## src/rtl/universal_register.sv

```systemverilog
// WIDTH-bit register with hold/load/shift/rotate/increment/decrement modes, complementary outputs,
// a registered carry/shift-out flag and a zero flag. Asynchronous active-low reset presets Q.
module universal_register #(
  parameter int unsigned          WIDTH       = 4,
  parameter logic [WIDTH-1:0]     RESET_VALUE = {WIDTH{1'b1}}
) (
  input  logic             input_clock1_clk_1,
  input  logic             input_input_switch2__reset_2,
  input  logic             input_input_switch3_en_3,
  input  logic [2:0]       input_input_switch4_mode_4,
  input  logic [WIDTH-1:0] input_input_switch5_d_5,
  input  logic             input_input_switch6_sin_r_6,
  input  logic             input_input_switch7_sin_l_7,
  output logic [WIDTH-1:0] output_led1_q_8,
  output logic [WIDTH-1:0] output_led2_qn_9,
  output logic             output_led3_carry_10,
  output logic             output_led4_zero_11,
  output logic             output_led5_sout_r_12,
  output logic             output_led6_sout_l_13
);

  typedef enum logic [2:0] {
    ModeHold = 3'b000,
    ModeLoad = 3'b001,
    ModeShr  = 3'b010,
    ModeShl  = 3'b011,
    ModeRor  = 3'b100,
    ModeRol  = 3'b101,
    ModeInc  = 3'b110,
    ModeDec  = 3'b111
  } mode_e;

  mode_e            mode;
  logic [WIDTH-1:0] q_q, q_d;
  logic             carry_q, carry_d;
  logic [WIDTH:0]   sum;
  logic [WIDTH:0]   diff;

  assign mode = mode_e'(input_input_switch4_mode_4);

  // One bit wider than Q so the top bit is the carry (inc) or borrow (dec).
  assign sum  = {1'b0, q_q} + {{WIDTH{1'b0}}, 1'b1};
  assign diff = {1'b0, q_q} - {{WIDTH{1'b0}}, 1'b1};

  always_comb begin
    q_d     = q_q;
    carry_d = carry_q;
    if (input_input_switch3_en_3) begin
      unique case (mode)
        ModeHold: begin
          q_d     = q_q;
          carry_d = carry_q;
        end
        ModeLoad: begin
          q_d     = input_input_switch5_d_5;
          carry_d = 1'b0;
        end
        ModeShr: begin
          q_d     = {input_input_switch6_sin_r_6, q_q[WIDTH-1:1]};
          carry_d = q_q[0];
        end
        ModeShl: begin
          q_d     = {q_q[WIDTH-2:0], input_input_switch7_sin_l_7};
          carry_d = q_q[WIDTH-1];
        end
        ModeRor: begin
          q_d     = {q_q[0], q_q[WIDTH-1:1]};
          carry_d = q_q[0];
        end
        ModeRol: begin
          q_d     = {q_q[WIDTH-2:0], q_q[WIDTH-1]};
          carry_d = q_q[WIDTH-1];
        end
        ModeInc: begin
          q_d     = sum[WIDTH-1:0];
          carry_d = sum[WIDTH];
        end
        ModeDec: begin
          q_d     = diff[WIDTH-1:0];
          carry_d = diff[WIDTH];
        end
        default: begin
          q_d     = q_q;
          carry_d = carry_q;
        end
      endcase
    end
  end

  always_ff @(posedge input_clock1_clk_1 or negedge input_input_switch2__reset_2) begin
    if (!input_input_switch2__reset_2) begin
      q_q     <= RESET_VALUE;
      carry_q <= 1'b0;
    end else begin
      q_q     <= q_d;
      carry_q <= carry_d;
    end
  end

  assign output_led1_q_8       = q_q;
  assign output_led2_qn_9      = ~q_q;
  assign output_led3_carry_10  = carry_q;
  assign output_led4_zero_11   = (q_q == '0);
  assign output_led5_sout_r_12 = q_q[0];
  assign output_led6_sout_l_13 = q_q[WIDTH-1];

endmodule

```

## config.mk

```make
export PLATFORM = sky130hd
export DESIGN_NAME = universal_register
export DESIGN_NICKNAME = d
export VERILOG_FILES = /design/src/rtl/universal_register.sv
export SDC_FILE = /design/constraint.sdc
export NUM_CORES = 1
export LEC_CHECK = 0
export ABC_AREA = 1
export CAP_MARGIN = 15
export CORE_AREA = 4 4 46 48
export DETAILED_ROUTE_END_ITERATION = 16
export DIE_AREA = 0 0 50 52
export GPL_ROUTABILITY_DRIVEN = 0
export HOLD_SLACK_MARGIN = 0.06
export PLACE_DENSITY = 0.8
export SLEW_MARGIN = 25
export SYNTH_ARGS = -nofsm -noshare
export SYNTH_HDL_FRONTEND = slang
export SYNTH_SLANG_ARGS = --single-unit
```

## constraint.sdc

```tcl
create_clock -name input_clock1_clk_1 -period 1.35 [get_ports input_clock1_clk_1]
set_input_delay 0.27 -clock input_clock1_clk_1 [delete_from_list [all_inputs] [get_ports input_clock1_clk_1]]
set_output_delay 0.27 -clock input_clock1_clk_1 [all_outputs]
set_load 0.01 [all_outputs]
```

==> results of run 1 <==
[repair_timing]
item                       CTS  global route
setup buffers                2             1
pin swaps                    1             5
gates resized for setup     45            12
gates cloned                 0             2
hold buffers                 0             0
setup endpoints to repair   17            13
[sequential cells by signal (all words and copies together) (netlist names)]
name and flops:
output_led3_carry_10 1, output_led1_q_8 4
[worst max-delay path, stage by stage, from the launching register on]
cell and delay (ns):
dfstp_2 0.53, inv_2 0.06, ha_4 0.15, nor3b_4 0.14, buf_2 0.13
[area by class of cell]
type                    count  area share, %
clock buffers               4           2.43
well taps                  25           2.89
flip-flops and latches      5           12.0
multi-input cells          87           46.6
repair buffers             41           32.7
inverters                   9           3.35
[cells by family after synthesis]
| kind of cell | after synthesis |
|---|---|
| AO/OA/AOI/OAI | 8 |
| buffers and inverters | 15 |
| XOR/XNOR | 1 |
| adder cells (fa/ha/maj) | 3 |
| flip-flops | 5 |
| AND/OR/NAND/NOR | 74 |
[stage by stage]
| step | setup slack (ns) | setup TNS, ns | cell area, µm² |
|---|---|---|---|
| 2_1_floorplan | -0.00406 | -0.00437 | 662 |
| 4_1_cts | -0.176 | -0.717 | 1050 |
| 6_report | -0.179 | -0.869 | 1080 |
| 3_3_place_gp | -0.252 | -2.20 | 985 |
| 5_1_grt | -0.197 | -1.24 | 1080 |
| 3_5_place_dp | -0.316 | -2.54 | 985 |
[power by group]
group / switching [W] / internal [W] / total [W]
Clock: 0.0000823 / 0.000113 / 0.000195
Combinational: 0.000334 / 0.000304 / 0.000638
Sequential: 0.0000265 / 0.000192 / 0.000219
Total: 0.000443 / 0.000610 / 0.00105
[layer usage]
layer | vias up | part of all wire [%] | GRT usage, %
met2 | 65 | 51 | 31.3
met3 | 21 | 7.1 | 2.29
met1 | 424 | 36 | 17.1
met4 | 0 | 5.8 | 17.5
li1 | 426 | - | -
met5 | - | 0 | 0
[worst max-delay path by stage]
stage,start,end,cells past startpoint
final,output_led1_q_8[1],output_led4_zero_11,4
after global routing,output_led1_q_8[0],output_led4_zero_11,4
after floorplan,output_led1_q_8[0],output_led1_q_8[2],7
after CTS,output_led1_q_8[0],output_led4_zero_11,4
after global placement,input_input_switch4_mode_4[1],output_led1_q_8[3],9
after detailed placement,input_input_switch4_mode_4[0],output_led3_carry_10,7
[cells in the final DEF (no fill, tap or decap), types with 3 or more instances in the layout]
cell type | Yosys | layout
nand2_1 | 36 | 36
buf_2 | 2 | 5
nand4_1 | 5 | 5
clkbuf_4 | 0 | 3
buf_6 | 1 | 5
inv_2 | 3 | 5
inv_1 | 6 | 3
nand3_1 | 12 | 11
clkdlybuf4s15_2 | 0 | 3
nor2_1 | 12 | 11
clkdlybuf4s50_1 | 0 | 8
dlygate4sd2_1 | 0 | 3
buf_4 | 3 | 14
o21ai_1 | 3 | 3
dfstp_2 | 4 | 4
==> flow_summary.toml, run 1 <==
[die]
io_pins = 24
fp.dieW_um = 50
core-area_um2 = 1710
die-height_um = 52
start_util_pct = 37.9
rows = 15
die_area_um2 = 2600

[layout]
seqCellArea_um2 = 130
final_core_utilization_pct = 63.4
final.fill_count = 143
multiInputGateArea_um2 = 504
finalNetCount = 162
drive_above_1_share_pct = 39.0
syn2layout_area_growth_pct = 67.3
layoutNonFillerInstCount = 171
n_antenna_cell = 0

[detailed_routing]
dr.pass1.iters = 4
drtIter0Drc = 32
vias = 936
ant_nets = 0
viasPerCell = 5.47
drc = 0
avgRoutedWirePerCell_um = 14.8
drt-total-wl_um = 2530

[timing]
worst_pin_slew_ns = 0.340
fin_crit_ns = 1.53
final_hold_viol_count = 0
min_period_over_period_pct = 113
finalSetupViolCount = 9
max_freq_ghz = 0.654
finalMaxSlewViolations = 0
finClkSkew_ns = 0.00640
fin_ws_ns = -0.179
rsz0062_at_grt = "true"
holdWs_ns = 0.259
slew-limit-headroom_pct = 77.1

[synth]
synth.area.mux_share_pct = 0
synth_edf_count = 0
ys_dominant_reg_cell = "dfstp_2"
yosys-top-cells-count = "36 x nand2_1, 12 x nand3_1, 12 x nor2_1"
avgSynthCellArea_um2 = 6.10
synth.top_cells.by_area = "nand2_1 21%, dfstp_2 16%, nand3_1 9.3%, nor2_1 7.0%, ha_1 5.8%"
synth_top_cell_by_area = "nand2_1"
ys_seq_area_share_pct = 20.1
async_reset_ff_share_pct = 100
synth_xor_area_share_pct = 1.35
synth_nets = 121
synth-compound-area-share_pct = 8.51
syn_area_um2 = 647
synth-adder-area-share_pct = 5.80
netlist_instances = 106
ys_types = 24
ys_ff_latch = 5
synth-simple-area-share_pct = 52.2
synth_top_family_by_area = "simple AND/OR/NAND/NOR gates"
synth_top_area_share_pct = 20.9
yosysMostFrequentCell = "nand2_1"
yosys_warnings = 0

[clock_tree]
clk_latency_ns = 0.26
cts_buffers = 3
clk_path_buf_depth = 2
clkSlewWorstSetupHoldPaths_ns = 0.05
cts_tree = "built"
h-tree-depth = 1
cts-root-buf = "clkbuf_4"
clock-sinks = 5

[placed_design]
numPortBuffers = 23
hpwl_um = 1670
dp_cells = 162

[power]
power.density_nw_per_um2 = 973
peakVddDrop_v = 0.000624
total_leakage_power_nw = 0.534
power_w = 0.00105

[grt]
grt_pass1_vias = 833
grt_max_degree = 11
track_usage_pct = 17.5
antenna_found_initial = 0
overflow = 0
grt_pass1_wl_um = 3420

[flow_run]
maxCapViolCount = 0

[worst_setup_path]
worst_ep_arrival_time_ns = 1.26
cp-end-kind = "output port"
reg2reg_from = "output_led1_q_8[0]"
r2r_slack_ns = -0.10
r2r_cells = 8
rr_endpoint = "output_led1_q_8[2]"
cp_max_fo = 2
cp-start-kind = "flip-flop"
path_class = "reg2out"
cp_data_required_time_ns = 1.08

[status]
violations = "negative setup slack"
status = "finished, violations left"

[min_path]
min_path_type = "in2async"
Note: power is estimated with default switching activity, not from simulation.
==> run 2: changes to the inputs <==
Settings changed: SKIP_LAST_GASP set to 1.
==> run 2 against run 1 <==
Compared with the run above: the run still ends with negative setup slack left; non-clock buffer count did not move; register-to-register slack about the same; sequential power hardly changed; sequential share of layout area is essentially flat; final area grew 0.12%; critical endpoint unchanged.
==> flow_summary.toml, run 2 (synthesis results as in run 1) <==
[layout]
final_cell_mix = "36 x nand2_1, 14 x buf_4, 12 x nand3_1"
largest_reg_flops = 4
seqCellArea_um2 = 130
multiInputGateArea_um2 = 499
syn2layout_area_growth_pct = 67.5
postLayoutCellArea_um2 = 1080
drive_above_1_share_pct = 38.4
n_antenna_cell = 0
finalNetCount = 162
final_core_utilization_pct = 63.4
final_common_cell = "nand2_1"
final.fill_count = 143

[die]
start_util_pct = 37.9
die_area_um2 = 2600
core-area_um2 = 1710
fp.dieW_um = 50
io_pins = 24
die-height_um = 52
rows = 15

[clock_tree]
clk_latency_ns = 0.26
clkSlewWorstSetupHoldPaths_ns = 0.06
cts_hold_buf = 0
h-tree-depth = 1
cts-root-buf = "clkbuf_4"
cts_buffers = 3
cts_tree = "built"
clk_path_buf_depth = 2
clock-sinks = 5

[worst_setup_path]
critical-path-top-delay-family = "flip-flops"
cp-start-kind = "flip-flop"
critPathSlowestCell = "dfstp_2"
cp_max_fo = 2
crit_chain = "inv_2, ha_4, nor3b_4, buf_2"
path_depth = 4
worst_ep_arrival_time_ns = 1.26
critPathBufInv = 2
r2r_cells = 8
cp-end-kind = "output port"
slowest_delay_ns = 0.53
cp_data_required_time_ns = 1.08
path_class = "reg2out"

[timing]
max_freq_ghz = 0.656
finalSetupViolCount = 10
min_period_over_period_pct = 113
finalMaxSlewViolations = 0
worst_pin_slew_ns = 0.312
slew-limit-headroom_pct = 79.0
finClkSkew_ns = 0.0109
fin_crit_ns = 1.53
rsz0062_at_grt = "true"
fin_ws_ns = -0.175
final_hold_viol_count = 0
finalSetupTns_ns = -0.825

[grt]
track_usage_pct = 17.5
antenna_found_initial = 0
grt_pass1_vias = 833
grt_pass1_wl_um = 3420
grt_max_degree = 11
overflow = 0

[detailed_routing]
viasPerCell = 5.37
drtIter0Drc = 23
dr.pass1.iters = 4
vias = 919
avgRoutedWirePerCell_um = 14.3
drt-total-wl_um = 2450
drc = 0
ant_nets = 0

[power]
peakVddDrop_v = 0.000617
power.density_nw_per_um2 = 969
total_leakage_power_nw = 0.529
power_w = 0.00105

[placed_design]
placed_cell_area_um2 = 985
hpwl_um = 1670
numPortBuffers = 23

[flow_run]
maxCapViolCount = 0

[status]
violations = "negative setup slack"
status = "finished, violations left"

[min_path]
min_path_type = "in2async"
run 2: changes by cell type in the layout (fill, tap and decap cells not counted):
cell	delta
nand3_1	+1
clkdlybuf4s15_2	+1
buf_2	-1
nand3_2	-1
run 2: path summary, 6_finish.rpt:
path	from	end	slack, ns
worst min register to register	output_led3_carry_10	output_led3_carry_10	0.54
worst max-delay path	output_led1_q_8[1]	output_led4_zero_11	-0.18
worst min-delay path	input_input_switch2__reset_2	output_led3_carry_10	0.25
max in group asynchronous	input_input_switch2__reset_2	output_led1_q_8[0]	0.82
min in group input_clock1_clk_1	output_led3_carry_10	output_led3_carry_10	0.54
worst max register to register	output_led1_q_8[0]	output_led1_q_8[1]	-0.09
run 2: stage by stage:
step / hold slack, ns / setup WS, ns / std cells
after floorplan: -0.0256 / -0.00406 / 106
after global routing: 0.276 / -0.197 / 171
after global placement: 0.482 / -0.252 / 162
after detailed placement: 0.501 / -0.316 / 162
final: 0.247 / -0.175 / 171
after CTS: 0.262 / -0.176 / 168
run 2: power by group:
part | switching [W] | internal, W | total, W
logic | 0.000328 | 0.000307 | 0.000635
clock network | 0.0000830 | 0.000113 | 0.000196
registers | 0.0000266 | 0.000192 | 0.000219
total | 0.000437 | 0.000612 | 0.00105
run 2: cell type report:
type | instances | area share, %
Timing Repair Buffer | 41 | 33.3
Clock buffer | 4 | 2.42
Multi-Input combinational cell | 87 | 46.1
Tap cell | 25 | 2.89
Sequential cell | 5 | 12.0
Inverter | 9 | 3.35
run 2: metal layers:
metal  up-vias  global-route usage (%)  routed length (µm)
li1        423                       -                   -
met1       414                    17.1                 853
met2        65                    31.3                1270
met3        17                    2.29                 175
met4         0                    17.5                 145
met5         -                       0                   0
run 2: what timing repair did:
action / 4_1_cts / 5_1_grt
endpoints found under the setup margin: 17 / 13
pin swaps: 1 / 5
setup buffers: 2 / 1
gates cloned: 0 / 2
resized for setup: 45 / 10
==> run 3: changes to the inputs <==
Settings changed: CTS_CLUSTER_SIZE set to 10, HOLD_SLACK_MARGIN 0.06 to 0.12.
==> results of run 3 <==
Final layout, timing and power as in run 2 (identical DEF).
==> variant 1: new RTL, config.mk and constraints of run 3 <==
The parameter `WIDTH` goes from 4 to 3.
--- a/src/rtl/universal_register.sv
+++ b/src/rtl/universal_register.sv
@@ -1,7 +1,7 @@
 // WIDTH-bit register with hold/load/shift/rotate/increment/decrement modes, complementary outputs,
 // a registered carry/shift-out flag and a zero flag. Asynchronous active-low reset presets Q.
 module universal_register #(
-  parameter int unsigned          WIDTH       = 4,
+  parameter int unsigned          WIDTH       = 3,
   parameter logic [WIDTH-1:0]     RESET_VALUE = {WIDTH{1'b1}}
 ) (
   input  logic             input_clock1_clk_1,
Interface: changed (resized input_input_switch5_d_5, output_led1_q_8 and output_led2_qn_9); port bits go from 24 to 21. The function was not compared with the original's and may differ.
==> variant 1 against run 3 <==
The run still ends with negative setup slack left. Via count fell by 24%. Power shrank 24%. Non-clock buffer count decreased by 7. Global-route usage decreased by 4.6 points. Wire length is 36% lower. Utilization decreased by 9.5 points. First-iteration DRC count shrank 22%. Design area decreased by 15%. Combinational power fell by 27%. Critical path depth rose by 1. Worst setup slack better by 0.084 ns. Sequential cell count shrank 1. Synthesized area shrank 9.7%. Critical path type unchanged. Largest cell class unchanged.
==> variant 1: results (changes against run 3) <==
[yosys]
synth_cell_type_count=20  ; was 24
synth-seq-area-share_pct=17.77  ; was 20.12%
synth_nets=111  ; was 121
synthAdderAreaFrac_pct=6.424  ; was 5.803%
post_synth.cell_area_avg_um2=6.024  ; was 6.103 µm²
synth_area_leaders=nand2_1 23%, dfstp_2 13%, nand3_1 9.4%  ; was nand2_1 21%, dfstp_2 16%, nand3_1 9.3%
synth_top_cells_by_count=36 x nand2_1, 11 x nand3_1, 11 x nor2_1  ; was 36 x nand2_1, 12 x nand3_1, 12 x nor2_1
synthXorXnorAreaFrac_pct=0  ; was 1.354%

[global_routing]
grtUsageMet3_pct=2.865  ; was 2.292%
grt_antenna_before_repair=0  ; unchanged
use_met1_pct=14.51  ; was 17.10%
grt_max_degree=10  ; was 11
met2_usage_pct=22.17  ; was 31.30%
grt_first_pass_wirelength_um=2580  ; was 3415 µm
grt_use_total_pct=12.99  ; was 17.55%

[drt]
avgRoutedWirePerCell_um=10.16  ; was 14.30 µm
wl_met2_um=810  ; was 1271 µm
drt-met1-wl_um=650  ; was 853 µm
wl_um=1564  ; was 2445 µm
vias=698  ; was 919
firstDrtPassIters=4  ; unchanged
routed-wl-met3_um=81  ; was 175 µm

[critical_path]
timing.rr.end=output_led1_q_8[2]$_DFFE_PN1P_  ; was output_led1_q_8[1]$_DFFE_PN1P_
reg2reg_slack_ns=-0.05  ; was -0.09 ns
r2r_start=output_led1_q_8[1]$_DFFE_PN1P_  ; was output_led1_q_8[0]$_DFFE_PN1P_
worst_r2r_path_depth=11  ; was 8

[final_layout]
largest_reg_flops=3  ; was 4
nets=144  ; was 162
layout-drive-gt1-share_pct=35.66  ; was 38.36%

[timing]
tns_ns=-0.1498  ; was -0.8247 ns
slew_headroom_pct=77.30  ; was 79.00%
finalSetupViolCount=3  ; was 10
fin_ws_ns=-0.09085  ; was -0.1753 ns

[place]
dp_slack_ns=-0.2499  ; was -0.3157 ns
placed_area_um2=869.6  ; was 984.7 µm²
place_hpwl_um=1251  ; was 1667 µm

[status]
violations=negative setup slack  ; unchanged
outcome=finished, violations left  ; unchanged

[clock_network]
clock_latency_ns=0.24  ; was 0.26 ns
clock_path_buffers=2  ; unchanged
clkTransAtPathRegs_ns=0.04  ; was 0.06 ns

[power]
p_leak_nw=0.4827  ; was 0.5294 nW
ir_worst_vdd_mv=0.3014  ; was 0.6173 mV

## variant 1: kinds of logic after synthesis
group | after synthesis
and+or+nand+nor | 67
AOI/OAI and AO/OA | 6
DFF | 4
buffers and inverters | 17
adders and majority gates | 3
## variant 1: area by class of cell
type | instances | area [µm²]
timing repair buffer | 34 | 300.3
multi-input combinational | 76 | 405.4
clock buffer | 4 | 26.28
sequential | 4 | 103.9
tap | 25 | 31.28
fill | 177 | 787.0
inverter | 11 | 53.80
## variant 1: what timing repair did
action | CTS | global route
gates resized for setup | 33 | 9
pin swaps | 0 | 4
setup buffers | 0 | 2
hold buffers | 0 | 0
endpoints found under the setup margin | 11 | 11
## variant 1: worst min path at each step
stage                                           from                                to  slack, ns  cells past startpoint
finish                  input_input_switch2__reset_2  output_led3_carry_10$_DFFE_PN0P_       0.22                      1
global route            input_input_switch2__reset_2  output_led3_carry_10$_DFFE_PN0P_       0.22                      1
CTS                     input_input_switch2__reset_2  output_led3_carry_10$_DFFE_PN0P_       0.22                      1
detailed placement      input_input_switch2__reset_2  output_led3_carry_10$_DFFE_PN0P_       0.48                      1
global placement    output_led3_carry_10$_DFFE_PN0P_  output_led3_carry_10$_DFFE_PN0P_       0.47                      2
floorplan               input_input_switch2__reset_2  output_led3_carry_10$_DFFE_PN0P_      -0.03                      0
## variant 1: critical path: stages (launching register included)
cell and delay [ns]:
dfstp_2 0.55, inv_4 0.04, ha_4 0.15, inv_2 0.04, nor2_1 0.03, buf_2 0.13
## variant 1: where the power goes
part / switching, mW / internal (mW) / total (mW)
clock: 0.0550 / 0.111 / 0.166
sequential: 0.0197 / 0.151 / 0.171
combinational: 0.230 / 0.232 / 0.462
total: 0.305 / 0.494 / 0.799
==> variant 2: new RTL, settings of run 3 <==
Made on the original files. Register the inputs `input_input_switch3_en_3`, `input_input_switch4_mode_4`, `input_input_switch5_d_5`, `input_input_switch6_sin_r_6` and `input_input_switch7_sin_l_7` before use. The logic sees them one clock later.
--- a/src/rtl/universal_register.sv
+++ b/src/rtl/universal_register.sv
@@ -30,13 +30,27 @@
     ModeDec  = 3'b111
   } mode_e;
 
+  logic input_input_switch3_en_3_q;
+  logic [2:0] input_input_switch4_mode_4_q;
+  logic [WIDTH-1:0] input_input_switch5_d_5_q;
+  logic input_input_switch6_sin_r_6_q;
+  logic input_input_switch7_sin_l_7_q;
+
+  always_ff @(posedge input_clock1_clk_1) begin
+    input_input_switch3_en_3_q    <= input_input_switch3_en_3;
+    input_input_switch4_mode_4_q  <= input_input_switch4_mode_4;
+    input_input_switch5_d_5_q     <= input_input_switch5_d_5;
+    input_input_switch6_sin_r_6_q <= input_input_switch6_sin_r_6;
+    input_input_switch7_sin_l_7_q <= input_input_switch7_sin_l_7;
+  end
+
   mode_e            mode;
   logic [WIDTH-1:0] q_q, q_d;
   logic             carry_q, carry_d;
   logic [WIDTH:0]   sum;
   logic [WIDTH:0]   diff;
 
-  assign mode = mode_e'(input_input_switch4_mode_4);
+  assign mode = mode_e'(input_input_switch4_mode_4_q);
 
   // One bit wider than Q so the top bit is the carry (inc) or borrow (dec).
   assign sum  = {1'b0, q_q} + {{WIDTH{1'b0}}, 1'b1};
@@ -45,22 +59,22 @@
   always_comb begin
     q_d     = q_q;
     carry_d = carry_q;
-    if (input_input_switch3_en_3) begin
+    if (input_input_switch3_en_3_q) begin
       unique case (mode)
         ModeHold: begin
           q_d     = q_q;
           carry_d = carry_q;
         end
         ModeLoad: begin
-          q_d     = input_input_switch5_d_5;
+          q_d     = input_input_switch5_d_5_q;
           carry_d = 1'b0;
         end
         ModeShr: begin
-          q_d     = {input_input_switch6_sin_r_6, q_q[WIDTH-1:1]};
+          q_d     = {input_input_switch6_sin_r_6_q, q_q[WIDTH-1:1]};
           carry_d = q_q[0];
         end
         ModeShl: begin
-          q_d     = {q_q[WIDTH-2:0], input_input_switch7_sin_l_7};
+          q_d     = {q_q[WIDTH-2:0], input_input_switch7_sin_l_7_q};
           carry_d = q_q[WIDTH-1];
         end
         ModeRor: begin
Check against the original RTL: not equivalent (Yosys sat finds a counterexample within 4 cycles, from zero or initial values and one cycle with input_input_switch2__reset_2 low).
==> variant 2 against run 3 <==
The flow still finishes with violations (negative setup slack). Highest routed layer unchanged. Via count down 6.9%. Critical path depth unchanged. Synthesized area increased by 28%. Design area is 14% higher. Worst setup slack got worse by 0.041 ns. Critical endpoint unchanged. Sequential share of layout area is 15 points higher. Wire length down 22%. Power is 70% higher. Register-to-register slack worse by 0.06 ns. Worst hold slack lost 0.049 ns. Sequential cell count is 10 higher. Critical path type unchanged. Clock power is 21% higher. Non-clock buffer count decreased by 4.
==> variant 2: results (changes against run 3) <==
[yosys]
synth-seq-area-share_pct=40.00  ; was 20.12%
synth-compound-area-share_pct=3.030  ; was 8.511%
ys_async_sr_fraction_pct=33.33  ; was 100.0%
synthAdderAreaFrac_pct=4.545  ; was 5.803%
synthXorXnorAreaFrac_pct=1.061  ; was 1.354%
synth_top_cells_by_count=37 x nand2_1, 15 x nand3_1, 10 x dfxtp_1  ; was 36 x nand2_1, 12 x nand3_1, 12 x nor2_1
muxShareOfSynthArea_pct=0  ; unchanged
yosysTopAreaCellShare_pct=24.24  ; was 20.89%
synth_area_leaders=dfxtp_1 24%, nand2_1 17%, dfstp_2 13%  ; was nand2_1 21%, dfstp_2 16%, nand3_1 9.3%
synth_nets=130  ; was 121

[drt]
routed_via_density=4.891  ; was 5.374
wl_um=1898  ; was 2445 µm
drt_iter0_drc=26  ; was 23

[clock_network]
cts_resized=50  ; was 45
cts_setup_buffers=3  ; was 2
cts_buffers=3  ; unchanged
clkTransAtPathRegs_ns=0.08  ; was 0.06 ns

[power]
ir_worst_vdd_mv=0.8712  ; was 0.6173 mV
p_leak_nw=0.5843  ; was 0.5294 nW
power.density_nw_per_um2=1445  ; was 968.9 nW/µm²
seqPwrFrac_pct=32.3  ; was 20.9%
switchingPower_mw=0.6401  ; was 0.4374 mW
combPwrFrac_pct=54.3  ; was 60.5%

[final_layout]
nets=166  ; was 162
fill_cells=142  ; was 143

[timing]
finalSetupViolCount=7  ; was 10
fin_ws_ns=-0.2160  ; was -0.1753 ns
worst_clock_skew_ns=0.003406  ; was 0.01085 ns
tightest_slew_ns=0.2813  ; was 0.3117 ns

[critical_path]
worst_r2r_path_depth=8  ; unchanged
critPathArrivalTime_ns=1.30  ; was 1.26 ns
crit_start=output_led1_q_8[0]$_DFFE_PN1P_  ; was output_led1_q_8[1]$_DFFE_PN1P_
reg2reg_slack_ns=-0.15  ; was -0.09 ns
timing.rr.end=output_led1_q_8[2]$_DFFE_PN1P_  ; was output_led1_q_8[1]$_DFFE_PN1P_

[status]
violations=negative setup slack  ; unchanged
outcome=finished, violations left  ; unchanged

[global_routing]
grt_use_total_pct=15.16  ; was 17.55%
grt_first_pass_wirelength_um=2967  ; was 3415 µm
grt_pass1_vias=749  ; was 833

[place]
place_hpwl_um=1400  ; was 1667 µm

[variant 2: changes by cell type after synthesis, moves of 2 or more]
cell	before	now
nor2_2	3	1
nor2_1	12	8
o21ai_1	3	1
o21ai_0	1	3
nand3_1	12	15
inv_1	6	8
dfxtp_1	0	10
[variant 2: final cells by class]
type | instances | area share, %
Multi-Input combinational cell | 82 | 36.65
Timing Repair Buffer | 37 | 27.82
Sequential cell | 15 | 26.80
Inverter | 12 | 4.061
Tap cell | 25 | 2.538
Clock buffer | 4 | 2.132
[variant 2: metal layers]
layer | routed length, µm | track usage, %
met5 | 0 | 0
met4 | 47 | 9.677
met3 | 116 | 2.865
met2 | 1002 | 27.17
met1 | 732 | 16.20
[variant 2: metrics by stage]
| stage | worst slack [ns] | setup TNS, ns | hold WS (ns) | instance area (µm²) | cells |
|---|---|---|---|---|---|
| global route | -0.2775 | -1.550 | 0.1973 | 1232 | 175 |
| global placement | -0.2542 | -1.189 | 0.4681 | 1125 | 166 |
| CTS | -0.2255 | -1.002 | 0.1938 | 1185 | 173 |
| detailed placement | -0.2666 | -1.251 | 0.4783 | 1125 | 166 |
| floorplan | -0.04627 | -0.09084 | -0.02559 | 852.1 | 115 |
| finish | -0.2160 | -0.9413 | 0.1985 | 1232 | 175 |
[variant 2: cells by family (layout without fill, tap and decap cells)]
family / Yosys count / after routing
XOR/XNOR: 1 / 1
AND/OR/NAND/NOR: 73 / 73
AO/OA/AOI/OAI: 5 / 5
adder cells (fa/ha/maj): 3 / 3
buffers and inverters: 18 / 53
flip-flops: 15 / 15
[variant 2: worst max-delay path, cell delays in order, from the launching register on]
cell	delay, ns
dfstp_2	0.58
inv_6	0.04
ha_4	0.13
nor3b_2	0.14
buf_2	0.13
